--- config.mk ---
export PLATFORM = sky130hd
export DESIGN_NAME = serial_adder_ctrl
export DESIGN_NICKNAME = d
export VERILOG_FILES = /design/src/rtl/serial_adder_ctrl.sv
export SDC_FILE = /design/constraint.sdc
export NUM_CORES = 1
export LEC_CHECK = 0
export BUFFER_PORTS_ARGS = -buffer_cell sky130_fd_sc_hd__buf_2
export CAP_MARGIN = 10
export CORE_MARGIN = 5
export CORE_UTILIZATION = 53
export CTS_CLUSTER_DIAMETER = 100
export DETAILED_ROUTE_END_ITERATION = 12
export PLACE_DENSITY = 0.77
export RECOVER_POWER = 50
export SYNTH_ARGS = -nofsm -noshare
export SYNTH_HDL_FRONTEND = slang
export SYNTH_HIERARCHICAL = 1
export SYNTH_SLANG_ARGS = --single-unit
--- constraint.sdc ---
create_clock -name clk -period 1.6 [get_ports clk]
set_input_delay 0.16 -clock clk [delete_from_list [all_inputs] [get_ports clk]]
set_output_delay 0.16 -clock clk [all_outputs]
set_load 0.005 [all_outputs]
--- src/rtl/serial_adder_ctrl.sv ---
// Bit-serial adder: one decoder-based full adder cell reused over WIDTH cycles.
// Optional signed-overflow output enabled by defining SERIAL_ADD_OVF_EN.
//
//   state | meaning
//   ------+-------------------------------------------------------------
//   IDLE  | waiting for start; outputs hold the last result
//   RUN   | one operand bit pair per cycle through the adder cell
//   DONE  | done pulse; a start here is accepted exactly as in IDLE

module full_adder_usingdecoder (
   input  logic x,
   input  logic y,
   input  logic z,
   output logic s,
   output logic c
);
   logic [7:0] dec;

   // Minterm decode of {x,y,z}; sum and carry are ORs of their minterms.
   always_comb begin
      dec = 8'b0;
      dec[{x, y, z}] = 1'b1;
   end

   assign s = dec[1] | dec[2] | dec[4] | dec[7];
   assign c = dec[3] | dec[5] | dec[6] | dec[7];
endmodule

module serial_adder_ctrl #(
   parameter int WIDTH = 8
) (
   input  logic             clk,
   input  logic             rst,
   input  logic             start,
   input  logic [WIDTH-1:0] a,
   input  logic [WIDTH-1:0] b,
   input  logic             cin,
   output logic             busy,
   output logic             done,
   output logic [WIDTH-1:0] sum,
   output logic             cout
`ifdef SERIAL_ADD_OVF_EN
   ,
   output logic             ovf
`endif
);
   localparam int CW = (WIDTH > 1) ? $clog2(WIDTH) : 1;
   localparam logic [CW-1:0] LAST = CW'(WIDTH - 1);

   typedef enum logic [1:0] {
      IDLE = 2'd0,
      RUN  = 2'd1,
      DONE = 2'd2
   } state_t;

   state_t state, state_nxt;

   logic [WIDTH-1:0] a_sh, b_sh, res_sh, sum_r;
   logic             carry_r, cout_r, done_r;
   logic [CW-1:0]    bit_cnt;
   logic             cell_s, cell_c;
   logic             accept;
   logic             last_bit;
   logic [WIDTH-1:0] res_nxt;

   full_adder_usingdecoder u_fa (
      .x (a_sh[0]),
      .y (b_sh[0]),
      .z (carry_r),
      .s (cell_s),
      .c (cell_c)
   );

   assign accept   = start && ((state == IDLE) || (state == DONE));
   assign last_bit = (bit_cnt == LAST);
   assign res_nxt  = {cell_s, res_sh[WIDTH-1:1]};

   always_ff @(posedge clk) begin
      if (rst) state <= IDLE;
      else     state <= state_nxt;
   end

   always_comb begin
      state_nxt = state;
      case (state)
         IDLE:    if (start) state_nxt = RUN;
         RUN:     if (last_bit) state_nxt = DONE;
         DONE:    state_nxt = start ? RUN : IDLE;
         default: state_nxt = IDLE;
      endcase
   end

   always_ff @(posedge clk) begin
      if (rst) begin
         a_sh    <= '0;
         b_sh    <= '0;
         res_sh  <= '0;
         sum_r   <= '0;
         carry_r <= 1'b0;
         cout_r  <= 1'b0;
         done_r  <= 1'b0;
         bit_cnt <= '0;
      end else begin
         done_r <= 1'b0;
         if (accept) begin
            a_sh    <= a;
            b_sh    <= b;
            carry_r <= cin;
            bit_cnt <= '0;
         end else if (state == RUN) begin
            res_sh  <= res_nxt;
            carry_r <= cell_c;
            a_sh    <= a_sh >> 1;
            b_sh    <= b_sh >> 1;
            // Counter parks on the last bit instead of wrapping.
            if (last_bit) begin
               sum_r  <= res_nxt;
               cout_r <= cell_c;
               done_r <= 1'b1;
            end else begin
               bit_cnt <= bit_cnt + 1'b1;
            end
         end
      end
   end

`ifdef SERIAL_ADD_OVF_EN
   logic ovf_r;

   // carry_r before the final update is the carry into the MSB.
   always_ff @(posedge clk) begin
      if (rst)                            ovf_r <= 1'b0;
      else if (state == RUN && last_bit) ovf_r <= carry_r ^ cell_c;
   end

   assign ovf = ovf_r;
`endif

   assign busy = (state == RUN);
   assign done = done_r;
   assign sum  = sum_r;
   assign cout = cout_r;
endmodule

==> flow_summary.ini <==
[hold_path]
hold_end = b_sh[7]
hold_depth = 3
hold_start = b[7]
holdCritPathClass = primary input to register

[sta]
layout_min_cycle_time_ns = 1.50
fin_crit_sh_pct = 93.7
clock_skew_ns = 0.00930
worst_pin_slew_ns = 0.436
slew_headroom_pct = 70.9
finalSetupTns_ns = 0
rsz0062_at_grt = false
fmax_mhz = 667
slew_viol_final = 0
setup_violations = 0
hold_viol_final = 0

[placement]
hpwl_um = 2300
dp_cells = 236
portBuffers = 30
postPlaceCellArea_um2 = 1770
globalplace.congestion = 0.787

[drt]
antenna_left = 0
wl_um = 3200
drc = 0
drt_iter0_markers = 70
viasPerCell = 5.44
via_count = 1328
wire_per_inst_um = 13.1
drt_pre_antenna_iters = 4

[setup_path]
crit_type = register to output pin
r2r_setup_slack_ns = 0.12
r2r_start = bit_cnt[0]
crit_arrival_ns = 1.34
worst_setup_path_end_kind = output pin
start_kind = register
cp.required_ns = 1.44
crit_fanout = 33
rr_endpoint = bit_cnt[1]
r2r_cells = 5

[power_and_ir_drop]
pwr-share-clk_pct = 26.5
worst_ir_drop_vdd_v = 0.000713
power.density_nw_per_um2 = 952
switching_share_pct = 25.5
pwr-share-seq_pct = 60.0
p_int_uw = 1300
leakage_uw = 0.000703
p_switching_uw = 442
comb_power_share_pct = 13.5

[grt]
grt_pass1_vias = 1325
grt_usage_pct = 16.9
grt_remaining_overflow = 0
grt_first_pass_wirelength_um = 5560
grt_max_degree = 34
antenna_found_initial = 0

[floorplan]
rows = 20
initial_utilization_pct = 54.3
die_h_um = 65.2
dieWidth_um = 65.2
ios = 31
core_region_area_um2 = 2980
die-area_um2 = 4250

[cts]
cts_tree = yes
post_cts_buffers = 0
cts.htree.levels = 2
cts_root_buffer = clkbuf_4
clock-sinks = 39
clk_pin_slew_ns = 0.10
clock_latency_ns = 0.34
clockBufferDepth = 2
cts_buffers = 5

[layout]
drive_above_1_share_pct = 23.7
finalCoreUtilization_pct = 61.3
nets = 233
fin_area_um2 = 1830
fillers = 264
instances_no_fill = 244
diodes = 0
syn_to_final_growth_pct = 12.9

[synth]
syn-cell-area_um2 = 1620
ys_seq_area_share_pct = 48.3
synth_top_area_share_pct = 48.3
yosysTopAreaCell = dfxtp_1
synth_seq_cells = 39
yosys-top-cells-area = dfxtp_1 48%, nand2_1 8.8%, a21oi_1 6.5%
ys_warn_count = 6
syn-num-nets = 203
netlist_instances = 180
yosysUniqueCellTypes = 26
syn_avg_cell_area_um2 = 8.98

[flow_run]
maxCapViolCount = 0

[status]
status = finished clean
## layout by cell type, fill, tap and decap left out, drive strengths merged, types with 4 or more instances in the layout
cell    instances
a21oi          21
a311oi          8
dfxtp          39
nor3           10
clkbuf         12
nand3          14
nor2           12
a22oi           4
nand2          40
buf            34
## critical path, stage by stage, from the launching register on
cell       delay, ns
dfxtp_1         0.36
nand2b_2        0.23
bufinv_16       0.28
buf_2           0.14
## cell families (layout without fill, tap and decap cells)
| logic type | Yosys count | in the layout | share of synthesized area, % |
|---|---|---|---|
| compound gates | 36 | 36 | 15.8 |
| xor+xnor | 1 | 1 | 0.542 |
| fa+ha+maj | 3 | 3 | 2.79 |
| buf+inv | 17 | 48 | 8.13 |
| flops | 39 | 39 | 48.3 |
| mux | 3 | 3 | 1.86 |
| simple gates | 81 | 81 | 22.6 |
## stage by stage
step           worst slack, ns  total power, µW  hold WS, ns
6_report                 0.101             1740       0.0683
5_1_grt                 0.0175             1840       0.0504
3_5_place_dp             0.130             1290        0.421
4_1_cts                 0.0622             1750       0.0507
2_1_floorplan            0.213             1240        0.296
3_3_place_gp             0.236             1280        0.410
## power by group through the flow
stage / logic [µW] / clock network, µW / registers [µW]
floorplan: 184 / 0 / 1060
global placement: 218 / 0 / 1060
detailed placement: 229 / 0 / 1060
CTS: 229 / 479 / 1040
global route: 260 / 531 / 1050
finish: 235 / 460 / 1040
## metal layers
layer | vias up | routed length [µm] | global-route usage (%)
li1 | 680 | - | -
met2 | 26 | 1570 | 29.1
met5 | - | 0 | 0
met4 | 0 | 48 | 5.44
met3 | 5 | 163 | 6.67
met1 | 617 | 1420 | 19.0
## layout make-up
| class | instances | area, µm² | area share (%) |
|---|---|---|---|
| clock buffer | 7 | 45.0 | 2.47 |
| clock inverter | 1 | 5.00 | 0.274 |
| inverter | 1 | 30.0 | 1.64 |
| multi-input combinational | 124 | 701 | 38.4 |
| sequential | 39 | 782 | 42.8 |
| tap | 33 | 41.3 | 2.26 |
| timing repair buffer | 39 | 221 | 12.1 |
## flip-flops by register name, indices dropped and copies added, names as in the netlist
name and flops:
bit_cnt 3, res_sh 7, state 2, cout 1, done 1, sum 8
a_sh 8, b_sh 8, carry_r 1
## synthesized netlist by cell type
cell type and number:
a21oi_1 21, a22oi_1 4, a311oi_1 3, a311oi_2 5, buf_12 1, buf_2 5, buf_4 5, buf_6 1
buf_8 1, clkbuf_1 3, dfxtp_1 39, fa_1 1, ha_1 2, inv_8 1, mux2i_1 3, nand2_1 38
nand2_2 2, nand2b_1 2, nand3_1 14, nand3b_1 1, nor2_1 12, nor2b_1 1, nor3_1 10, nor3b_4 1
o22ai_1 3, xnor2_1 1
## what timing repair did
| item | 4_1_cts | 5_1_grt |
|---|---|---|
| gates resized for setup | 0 | 3 |
| hold buffers | 0 | 0 |
| setup endpoints to repair | 0 | 1 |
## worst max-delay path by stage
stage	startpoint	end	slack, ns	cells after the start
2_1_floorplan	bit_cnt[0]	sum[1]	0.21	7
4_1_cts	state[1]	busy	0.06	3
3_5_place_dp	bit_cnt[0]	bit_cnt[1]	0.13	5
3_3_place_gp	bit_cnt[0]	bit_cnt[1]	0.24	5
6_report	state[1]	busy	0.10	3
5_1_grt	bit_cnt[0]	sum[0]	0.02	5
(Power assumes the default switching activity.)
